## config.mk

```make
export PLATFORM = sky130hd
export DESIGN_NAME = handshake_fifo_buffer
export DESIGN_NICKNAME = d
export VERILOG_FILES = /design/src/rtl/handshake_pkg.sv /design/src/rtl/handshake_fifo_mem.sv /design/src/rtl/handshake_fifo_buffer.sv
export SDC_FILE = /design/constraint.sdc
export NUM_CORES = 1
export LEC_CHECK = 0
export BUFFER_PORTS_ARGS = -buffer_cell sky130_fd_sc_hd__buf_2
export CORE_UTILIZATION = 60
export CTS_CLUSTER_DIAMETER = 200
export CTS_CLUSTER_SIZE = 25
export DETAILED_ROUTE_END_ITERATION = 7
export PLACE_DENSITY = 0.86
export SYNTH_ARGS = -nofsm -noshare
export SYNTH_HDL_FRONTEND = slang
export SYNTH_HIERARCHICAL = 1
export SYNTH_SLANG_ARGS = --single-unit
```

## constraint.sdc

```tcl
create_clock -name clk -period 3.9 [get_ports clk]
set_input_delay 0 -clock clk [delete_from_list [all_inputs] [get_ports clk]]
set_output_delay 0 -clock clk [all_outputs]
set_load 0.02 [all_outputs]
```

## src/rtl/handshake_pkg.sv

```systemverilog
// handshake_pkg: shared constants and helpers for the handshake_* blocks.
//   HS_MAX_SLOTS : largest supported FIFO depth
//   hs_cnt_w(n)  : width of an occupancy counter that must hold 0..n
//   hs_ptr_next  : circular pointer increment with wrap at n-1 (n need not be 2^k)
package handshake_pkg;

  localparam int HS_MAX_SLOTS = 256;

  function automatic int hs_cnt_w(input int n);
    return $clog2(n + 1);
  endfunction

  function automatic int unsigned hs_ptr_next(input int unsigned ptr, input int unsigned n);
    return (ptr >= n - 32'd1) ? 32'd0 : ptr + 32'd1;
  endfunction

endpackage

```

## src/rtl/handshake_fifo_mem.sv

```systemverilog
// handshake_fifo_mem: NUM_SLOTS x DATA_WIDTH register array, reset to zero.
// Ports:
//   clk, rst        clock and asynchronous active-low reset
//   we/waddr/wdata  synchronous write port
//   raddr/rdata     asynchronous read port
module handshake_fifo_mem
  import handshake_pkg::*;
#(
  parameter int DATA_WIDTH = 32,
  parameter int NUM_SLOTS  = 4,
  parameter int AW         = 2
) (
  input  logic                  clk,
  input  logic                  rst,
  input  logic                  we,
  input  logic [AW-1:0]         waddr,
  input  logic [DATA_WIDTH-1:0] wdata,
  input  logic [AW-1:0]         raddr,
  output logic [DATA_WIDTH-1:0] rdata
);

  logic [DATA_WIDTH-1:0] mem [NUM_SLOTS];

  always_ff @(posedge clk or negedge rst) begin
    if (!rst) begin
      for (int i = 0; i < NUM_SLOTS; i++) mem[i] <= '0;
    end else if (we) begin
      mem[waddr] <= wdata;
    end
  end

  assign rdata = mem[raddr];

endmodule

```

## src/rtl/handshake_fifo_buffer.sv

```systemverilog
// handshake_fifo_buffer: elastic in-order FIFO on one valid/ready channel.
// ins_ready is registered, so there is no combinational ready path back to
// the producer. Default build is opaque with one cycle of latency.
// Optional feature macro: HANDSHAKE_FIFO_BYPASS_EN -- when empty, an incoming
// token is presented combinationally on outs (zero latency).
// Ports:
//   clk, rst                      clock, asynchronous active-low reset
//   ins, ins_valid, ins_ready     producer side
//   outs, outs_valid, outs_ready  consumer side
module handshake_fifo_buffer
  import handshake_pkg::*;
#(
  parameter int DATA_WIDTH = 32,
  parameter int NUM_SLOTS  = 4
) (
  input  logic                  clk,
  input  logic                  rst,
  input  logic [DATA_WIDTH-1:0] ins,
  input  logic                  ins_valid,
  output logic                  ins_ready,
  output logic [DATA_WIDTH-1:0] outs,
  output logic                  outs_valid,
  input  logic                  outs_ready
);

  localparam int AW = (NUM_SLOTS > 1) ? $clog2(NUM_SLOTS) : 1;
  localparam int CW = hs_cnt_w(NUM_SLOTS);
  localparam logic [CW-1:0] FULL = CW'(NUM_SLOTS);

  if (NUM_SLOTS < 2 || NUM_SLOTS > HS_MAX_SLOTS) begin : g_bad_depth
    $error("handshake_fifo_buffer: NUM_SLOTS out of range");
  end

  logic [AW-1:0]         wr_ptr, rd_ptr;
  logic [CW-1:0]         count, count_next;
  logic                  ready_q;
  logic [DATA_WIDTH-1:0] mem_rdata, last_q;
  logic                  push, pop, take, mem_we, bypass;
  logic                  stored;

  handshake_fifo_mem #(
    .DATA_WIDTH(DATA_WIDTH),
    .NUM_SLOTS (NUM_SLOTS),
    .AW        (AW)
  ) u_mem (
    .clk  (clk),
    .rst  (rst),
    .we   (mem_we),
    .waddr(wr_ptr),
    .wdata(ins),
    .raddr(rd_ptr),
    .rdata(mem_rdata)
  );

  assign stored = (count != '0);

`ifdef HANDSHAKE_FIFO_BYPASS_EN
  // Gated by rst so nothing is presented while the block is held in reset.
  assign bypass = rst && ins_valid && !stored;

  always_comb begin
    outs_valid = stored || bypass;
    outs       = last_q;
    if (stored)      outs = mem_rdata;
    else if (bypass) outs = ins;
  end
`else
  assign bypass = 1'b0;

  // last_q keeps outs steady (and non-X) while the buffer is empty.
  always_comb begin
    outs_valid = stored;
    outs       = stored ? mem_rdata : last_q;
  end
`endif

  assign ins_ready = ready_q;
  assign push      = ins_valid && ready_q;
  assign pop       = outs_valid && outs_ready;
  // take: the popped token came out of storage (not straight through bypass)
  assign take      = pop && stored;
  assign mem_we    = push && !(bypass && pop);

  always_comb begin
    count_next = count;
    if (mem_we && !take)      count_next = count + CW'(1);
    else if (take && !mem_we) count_next = count - CW'(1);
  end

  always_ff @(posedge clk or negedge rst) begin
    if (!rst) begin
      wr_ptr  <= '0;
      rd_ptr  <= '0;
      count   <= '0;
      ready_q <= 1'b1;
      last_q  <= '0;
    end else begin
      count <= count_next;
      // Looking at count_next means a pop while full only reopens the
      // input on the following cycle, never in the same one.
      ready_q <= (count_next != FULL);
      if (mem_we) wr_ptr <= AW'(hs_ptr_next(32'(wr_ptr), NUM_SLOTS));
      if (take)   rd_ptr <= AW'(hs_ptr_next(32'(rd_ptr), NUM_SLOTS));
      if (pop)    last_q <= outs;
    end
  end

endmodule

```

==> impl_summary.log, run 1 <==
[metrics] count of distinct cell types in the synthesized netlist: 37
[metrics] hold depth: 4
[metrics] cell types occupying the most area after synthesis: sky130_fd_sc_hd__dfrtp_1 (54%), sky130_fd_sc_hd__mux2_2 (19%), sky130_fd_sc_hd__mux4_2 (9.4%)
[metrics] dpl ws: 1.485 ns
[metrics] number of antenna repair diodes: 0
[metrics] effective utilization at floorplan: approximately 61%
[metrics] peak supply drop: between 0.0005 and 0.0006 V
[metrics] hold violation total from the final report: 0
[metrics] setup repair bufs after CTS: 0
[metrics] via count of the first global-routing pass: about 4900
[metrics] number of fill cells: 761
[metrics] endpoint type of the worst setup path: register
[metrics] Syn Nets: about 570
[metrics] reg-to-reg critical path endpoint: u_mem/mem[126]
[metrics] quantity of gates resized following cts: 0
[metrics] final critical-path share of the clock period: 62.51%
[metrics] critical path class: register to register
[metrics] arrival time worst endpoint: ~2.7 ns
[metrics] post-route minimum period: approximately 2.4 ns
[metrics] library cell used as clock root buffer: sky130_fd_sc_hd__clkbuf_16
[metrics] Final setup violation count: 0
[metrics] end point of the most critical hold path: count[1]
[metrics] fmax: between 0.4 and 0.5 GHz
[metrics] r2r setup slk: roughly 1.5 ns
[metrics] Max clock buf depth: 2
[metrics] total of max-cap violations: 0
[metrics] top-level I/O count: 70
[metrics] fin area: ~9000 sq um
[metrics] worst-path maximum fanout: 18
[metrics] fraction of synthesized cell area taken by the top area cell type: ~54%
[metrics] most frequent cell after synthesis: sky130_fd_sc_hd__dfrtp_1
[metrics] number of synthesized flops with an enable pin: 0
[metrics] delay of the slowest critical-path stage: around 0.76 ns
[metrics] area growth from synthesis to final layout: 18.50%
[metrics] number of sinks on the clock net: 168
[metrics] portion of the post-synthesis area used by sequential elements: between 50% and 60%
[metrics] static power due to leakage: between 4 and 5 nW
[metrics] largest area contributor in the netlist: sky130_fd_sc_hd__dfrtp_1
[metrics] number of standard cells after synthesis: between 500 and 600
[metrics] worst hold margin: around 0.0060 ns
[metrics] Synth Flop Type: sky130_fd_sc_hd__dfrtp_1
[metrics] worst slew margin relative to its limit: between 30% and 40%
[metrics] quantity of I/O buffers inserted on ports: 69
[metrics] number of design-rule violations left by the first detailed-router iteration: 226
[metrics] cell breakdown of the critical path: nand2_1 -> inv_1 -> nor3b_4 -> buf_12 -> mux2_2
[metrics] hold wc startpoint: outs_ready
[metrics] count of state elements after synthesis: around 170
[metrics] GRT Util Overall: between 20% and 30%
[metrics] max-slew violation total from the final report: 0
[metrics] Core Box Area: between 10000 and 15000 sq um
[metrics] setup repair after global routing missed its margin: false
[metrics] Detailed Routing Iterations Pass 1: 4
[metrics] synthesized cell area: ~7700 sq um
[metrics] Core Rows: approximately 40
[metrics] DP Wirelength: 9360 um
[metrics] multi-input logic area: about 3300 sq um
[metrics] skew final: between 0.005 and 0.006 ns
[metrics] number of antenna violations at the first check in global routing: 0
[metrics] Horiz. Die Dim: between 100 and 150 um
[metrics] first-pass GRT wire length: ~25000 um
[metrics] endpoint required time on the critical path: around 4.2 ns
[metrics] startpoint of the worst-slack reg-to-reg timing path: ins_ready
[metrics] most common library cells after synthesis: sky130_fd_sc_hd__dfrtp_1 (167), sky130_fd_sc_hd__mux2_2 (127), sky130_fd_sc_hd__nand2_1 (97), sky130_fd_sc_hd__mux4_2 (32), sky130_fd_sc_hd__mux2_4 (28)
[metrics] global-route congestion overflow total: 0
[metrics] Worst Max-Slew Pin Slew: 0.9751 ns
[metrics] largest net degree at the start of global routing: between 80 and 90
[metrics] latest clock arrival within the worst-skew pair: around 0.42 ns
[metrics] YS warnings: 6
[metrics] clock transition time at the flip-flop clock pins of the worst setup and hold paths: ~0.060 ns
[metrics] Placed Instance Area: 8169 sq um
[metrics] cell at the slowest stage of the critical path: sky130_fd_sc_hd__nor3b_4
[metrics] run status: complete, no violations
[metrics] combined flip-flop and latch cell area: between 4000 and 5000 sq um
[metrics] Setup WS post-layout: approximately 1.5 ns
[metrics] type of the most critical hold path: primary input to register
[metrics] weighted congestion at the end of routability-driven global placement: about 0.74
[metrics] fraction of layout cells with a size suffix above 1: 47.89%
[metrics] count of H-tree levels built during CTS: 4
[metrics] area of the die: around 13000 sq um
[metrics] vias: between 4000 and 5000
[metrics] total CTS buffers: 17
[metrics] vias per inst: ~5.7
[metrics] pwr/cell area: around 980 nW/um^2
[metrics] drc violations: 0
[metrics] number of cells on the worst reg-to-reg path: 5
[metrics] post-cts hold buffer count: 33
[metrics] clock tree from TritonCTS: yes
[metrics] synthesized area divided by synthesized cell count: between 10 and 15 sq um
[metrics] Setup Total Neg Slack: 0 ns
[metrics] post-detailed-route wirelength per cell: ~19 um
[metrics] layout net count: 667
[metrics] remaining antenna violation count after routing: 0
[metrics] startpoint kind of the worst setup timing path: register
[metrics] async set-or-reset flop fraction in the synthesized netlist: 100.0%
[metrics] Vert. Die Dim: 115.2 um
[metrics] Routed Wire Length: between 15000 and 20000 um
-- critical path, delay by kind of cell (launching register included) --
family / cells / cell delay [ns]
buffers and inverters: 2 / 0.47
flip-flops: 1 / 0.54
multiplexers: 1 / 0.36
AND/OR/NAND/NOR: 2 / 0.93
-- layout by cell type (no fill, tap or decap), types with 2 or more instances in the layout --
cell type	netlist	final
sky130_fd_sc_hd__dfrtp_1	167	166
sky130_fd_sc_hd__mux2_2	127	127
sky130_fd_sc_hd__nand2_1	97	97
sky130_fd_sc_hd__buf_2	11	68
sky130_fd_sc_hd__dlygate4sd3_1	0	33
sky130_fd_sc_hd__mux4_2	32	32
sky130_fd_sc_hd__mux2_4	28	28
sky130_fd_sc_hd__clkbuf_16	0	17
sky130_fd_sc_hd__buf_4	6	8
sky130_fd_sc_hd__mux2_1	7	7
sky130_fd_sc_hd__clkinv_4	0	6
sky130_fd_sc_hd__ha_1	5	5
sky130_fd_sc_hd__inv_6	0	5
sky130_fd_sc_hd__inv_1	3	3
sky130_fd_sc_hd__bufinv_16	0	3
sky130_fd_sc_hd__and3_1	2	2
sky130_fd_sc_hd__nor2_1	2	2
sky130_fd_sc_hd__nand3_1	3	2
sky130_fd_sc_hd__nor3_1	2	2
sky130_fd_sc_hd__a21o_1	2	2
sky130_fd_sc_hd__nand3b_1	2	2
-- per-layer routing --
layer,vias up,global-route usage [%],routed length [um]
li1,2084,-,-
met5,-,0,0
met1,2399,34.85,6860
met4,0,10.56,331
met2,97,41.53,7587
met3,26,4.692,482
-- cell type report --
type	count	area share [%]
sequential	168	46.13
multi-input combinational	324	36.17
timing repair buffer	111	8.356
clock buffer	17	4.665
tap	172	2.360
clock inverter	15	2.127
inverter	4	0.1921
-- power breakdown --
group / switching, W / total (W) / internal (W)
logic: 0.00187 / 0.00396 / 0.00209
registers: 0.000567 / 0.00322 / 0.00265
clock network: 0.000721 / 0.00174 / 0.00102
-- worst max path at each step --
stage / slack (ns) / from / end
2_1_floorplan: 2.04 / ins_ready / u_mem/mem[121]
3_3_place_gp: 1.58 / ins_ready / u_mem/mem[105]
3_5_place_dp: 1.48 / ins_ready / u_mem/mem[126]
4_1_cts: 1.43 / ins_ready / u_mem/mem[126]
5_1_grt: 1.31 / ins_ready / u_mem/mem[17]
6_report: 1.46 / ins_ready / u_mem/mem[126]
-- registers in the layout (all words and copies together) (netlist names) --
name	flops
rd_ptr	2
count	3
wr_ptr	2
last_q	32
u_mem/mem	128
ins_ready	1
-- cell families after synthesis --
| logic type | after synthesis | share of synthesized area, % |
|---|---|---|
| buf+inv | 34 | 2.699 |
| simple gates | 116 | 6.390 |
| compound gates | 8 | 0.8944 |
| fa+ha+maj | 5 | 0.8130 |
| xor+xnor | 1 | 0.1138 |
| flops | 168 | 54.65 |
| mux | 194 | 34.44 |
-- metrics by stage --
step / instances / power (W) / utilization (%)
6_report: 811 / 0.008924 / 72.55
3_3_place_gp: 746 / 0.006927 / 65.00
3_5_place_dp: 746 / 0.007134 / 65.00
2_1_floorplan: 526 / 0.006130 / -
4_1_cts: 811 / 0.008961 / 72.55
5_1_grt: 811 / 0.009447 / 72.55
Note: power is estimated with default switching activity, not from simulation.
==> run 2, diff against run 1 <==
--- a/config.mk
+++ b/config.mk
@@ -6,11 +6,11 @@
 export NUM_CORES = 1
 export LEC_CHECK = 0
 export BUFFER_PORTS_ARGS = -buffer_cell sky130_fd_sc_hd__buf_2
-export CORE_UTILIZATION = 60
+export CORE_UTILIZATION = 54
 export CTS_CLUSTER_DIAMETER = 200
 export CTS_CLUSTER_SIZE = 25
 export DETAILED_ROUTE_END_ITERATION = 7
-export PLACE_DENSITY = 0.86
+export PLACE_DENSITY = 0.82
 export SYNTH_ARGS = -nofsm -noshare
 export SYNTH_HDL_FRONTEND = slang
 export SYNTH_HIERARCHICAL = 1
==> constraint.sdc (replaced) <==
create_clock -name clk -period 2.2 [get_ports clk]
set_input_delay 0 -clock clk [delete_from_list [all_inputs] [get_ports clk]]
set_output_delay 0 -clock clk [all_outputs]
set_load 0.02 [all_outputs]
==> impl_summary.log, run 2 (synthesis results as in run 1) <==
[metrics] weighted congestion at the end of routability-driven global placement: slightly below 0.8
[metrics] critical path endpoint: outs[9]
[metrics] library cell used as clock root buffer: sky130_fd_sc_hd__clkbuf_16
[metrics] Comb power frac: 45.7%
[metrics] post-detailed-route wirelength per cell: between 15 and 20 um
[metrics] Core Rows: 43
[metrics] Setup Total Neg Slack: 0 ns
[metrics] top-level I/O count: 70
[metrics] highest-count cells in the layout ignoring fill and taps: sky130_fd_sc_hd__dfrtp_1 (165), sky130_fd_sc_hd__mux2_2 (127), sky130_fd_sc_hd__nand2_1 (97)
[metrics] origin of the worst setup path: count[0]
[metrics] overall power of the completed layout: 0.01593 W
[metrics] total placed cells including tap cells: 764
[metrics] r2r setup slk: about 0.28 ns
[metrics] via count of the first global-routing pass: 5196
[metrics] count of H-tree levels built during CTS: 4
[metrics] vias per inst: around 5.7
[metrics] worst slew margin relative to its limit: between 60% and 70%
[metrics] quantity of I/O buffers inserted on ports: 69
[metrics] peak supply drop: ~0.00094 V
[metrics] endpoint required time on the critical path: between 2 and 2.5 ns
[metrics] Vert. Die Dim: around 120 um
[metrics] Worst Max-Slew Pin Slew: between 0.5 and 0.6 ns
[metrics] hold violation total from the final report: 0
[metrics] worst-path maximum fanout: 15
[metrics] switching pwr: roughly 0.0057 W
[metrics] global-route congestion overflow total: 0
[metrics] endpoint type of the worst setup path: output port
[metrics] area growth from synthesis to final layout: 19.67%
[metrics] P_int: ~0.010 W
[metrics] startpoint kind of the worst setup timing path: register
[metrics] Core Box Area: 13880 sq um
[metrics] Routed Wire Length: about 16000 um
[metrics] number of design-rule violations left by the first detailed-router iteration: 202
[metrics] setup repair after global routing missed its margin: true
[metrics] pwr/cell area: 1730 nW/um^2
[metrics] critical path class: register to output port
[metrics] clock tree from TritonCTS: yes
[metrics] DP Wirelength: 10300 um
[metrics] Clk network pwr share: 18.3%
[metrics] number of antenna violations at the first check in global routing: 0
[metrics] area of the die: 14730 sq um
[metrics] largest net degree at the start of global routing: 60
[metrics] GRT Util Overall: between 20 and 25%
[metrics] final critical-path share of the clock period: approximately 95%
[metrics] Most flops, register: u_mem/mem
[metrics] portion of total power attributed to sequential cells: between 30% and 40%
[metrics] switching share of power: a little over a third
[metrics] Max clock buf depth: 2
[metrics] Horiz. Die Dim: 121.4 um
[metrics] layout net count: 677
[metrics] reg-to-reg critical path endpoint: last_q[21]
[metrics] total CTS buffers: 17
[metrics] post-route minimum period: roughly 2.1 ns
[metrics] effective utilization at floorplan: a little under three fifths
[metrics] first-pass GRT wire length: 27130 um
[metrics] max-slew violation total from the final report: 0
[metrics] Finished Core Util: roughly two thirds
[metrics] startpoint of the worst-slack reg-to-reg timing path: count[0]
[metrics] skew final: just over 0.008 ns
[metrics] type of the most critical hold path: primary input to register
[metrics] latest clock arrival within the worst-skew pair: between 0.4 and 0.5 ns
[metrics] arrival time worst endpoint: about 2.1 ns
[metrics] setup repair bufs after CTS: 0
[metrics] number of sinks on the clock net: ~170
[metrics] drc violations: 0
[metrics] biggest regs: u_mem/mem x128, last_q x32, count x3
[metrics] total of max-cap violations: 0
[metrics] number of cells on the worst reg-to-reg path: 7
[metrics] Cell Count, Final, Fillers Out: 828
[metrics] static power due to leakage: roughly 4.2 nW
[metrics] leading cell type in the layout, fill and taps excluded: sky130_fd_sc_hd__dfrtp_1
[metrics] worst hold margin: approximately 0.072 ns
[metrics] run status: complete, no violations
[metrics] clock transition time at the flip-flop clock pins of the worst setup and hold paths: roughly 0.060 ns
[metrics] vias: roughly 4700
[metrics] Final setup violation count: 0
[metrics] fraction of layout cells with a size suffix above 1: between 40% and 50%
[metrics] remaining antenna violation count after routing: 0
[metrics] flip-flop count of the largest register after layout: 128
[metrics] Detailed Routing Iterations Pass 1: 4
[metrics] fmax: 0.4788 GHz
[metrics] number of antenna repair diodes: 0
-- run 2: worst max-delay path, cell delays in order, from the launching register on --
cell and delay [ns]:
sky130_fd_sc_hd__dfrtp_1 0.45, sky130_fd_sc_hd__inv_1 0.12, sky130_fd_sc_hd__ha_1 0.22, sky130_fd_sc_hd__nor2b_4 0.14, sky130_fd_sc_hd__inv_4 0.13, sky130_fd_sc_hd__buf_4 0.26, sky130_fd_sc_hd__nand2_1 0.09, sky130_fd_sc_hd__nand2_1 0.09
sky130_fd_sc_hd__buf_2 0.17
-- run 2: repair_timing --
item                                    4_1_cts  5_1_grt
cloned                                        0        0
pin swaps                                     0        0
gates resized for setup                       1        2
hold buffers                                 33        0
hold endpoints to repair                    184        0
endpoints found under the setup margin        4       27
-- run 2: worst min path at each step --
stage	startpoint	endpoint	slack [ns]	depth (start not counted)
floorplan	rst	count[0]	-0.30	0
global placement	rst	u_mem/mem[92]	-0.001	1
detailed placement	rst	u_mem/mem[94]	0.02	1
CTS	outs_ready	count[1]	0.04	4
global route	outs_ready	count[1]	0.07	4
finish	outs_ready	count[1]	0.07	3
-- run 2: through the flow --
stage               instance area, sq um  setup slack, ns
floorplan                           7695           0.3424
global placement                    8293           0.3593
detailed placement                  8293           0.3078
CTS                                 9201          0.03062
global route                        9209         -0.01435
finish                              9209           0.1116
-- run 2: cell type report --
class                           instances  area [sq um]
Clock buffer                           23         478.0
Clock inverter                          8         97.59
Fill cell                             951          4672
Inverter                                4         17.52
Multi-Input combinational cell        324          3298
Sequential cell                       168          4210
Tap cell                              180         225.2
Timing Repair Buffer                  121         882.1
-- run 2: layer usage --
metal,GRT usage (%),part of all wire [%],vias to the layer above
met4,9.799,2.1,0
met1,32.70,44,2436
met2,39.95,50,128
met5,0,0,-
li1,-,-,2095
met3,5.263,4.5,28
-- run 2: power by group through the flow --
stage / combinational [W] / clock (W) / sequential [W]
floorplan: 0.00558 / 0 / 0.00529
global placement: 0.00696 / 0 / 0.00558
detailed placement: 0.00721 / 0 / 0.00574
CTS: 0.00732 / 0.00295 / 0.00573
global route: 0.00783 / 0.00308 / 0.00593
finish: 0.00728 / 0.00291 / 0.00574
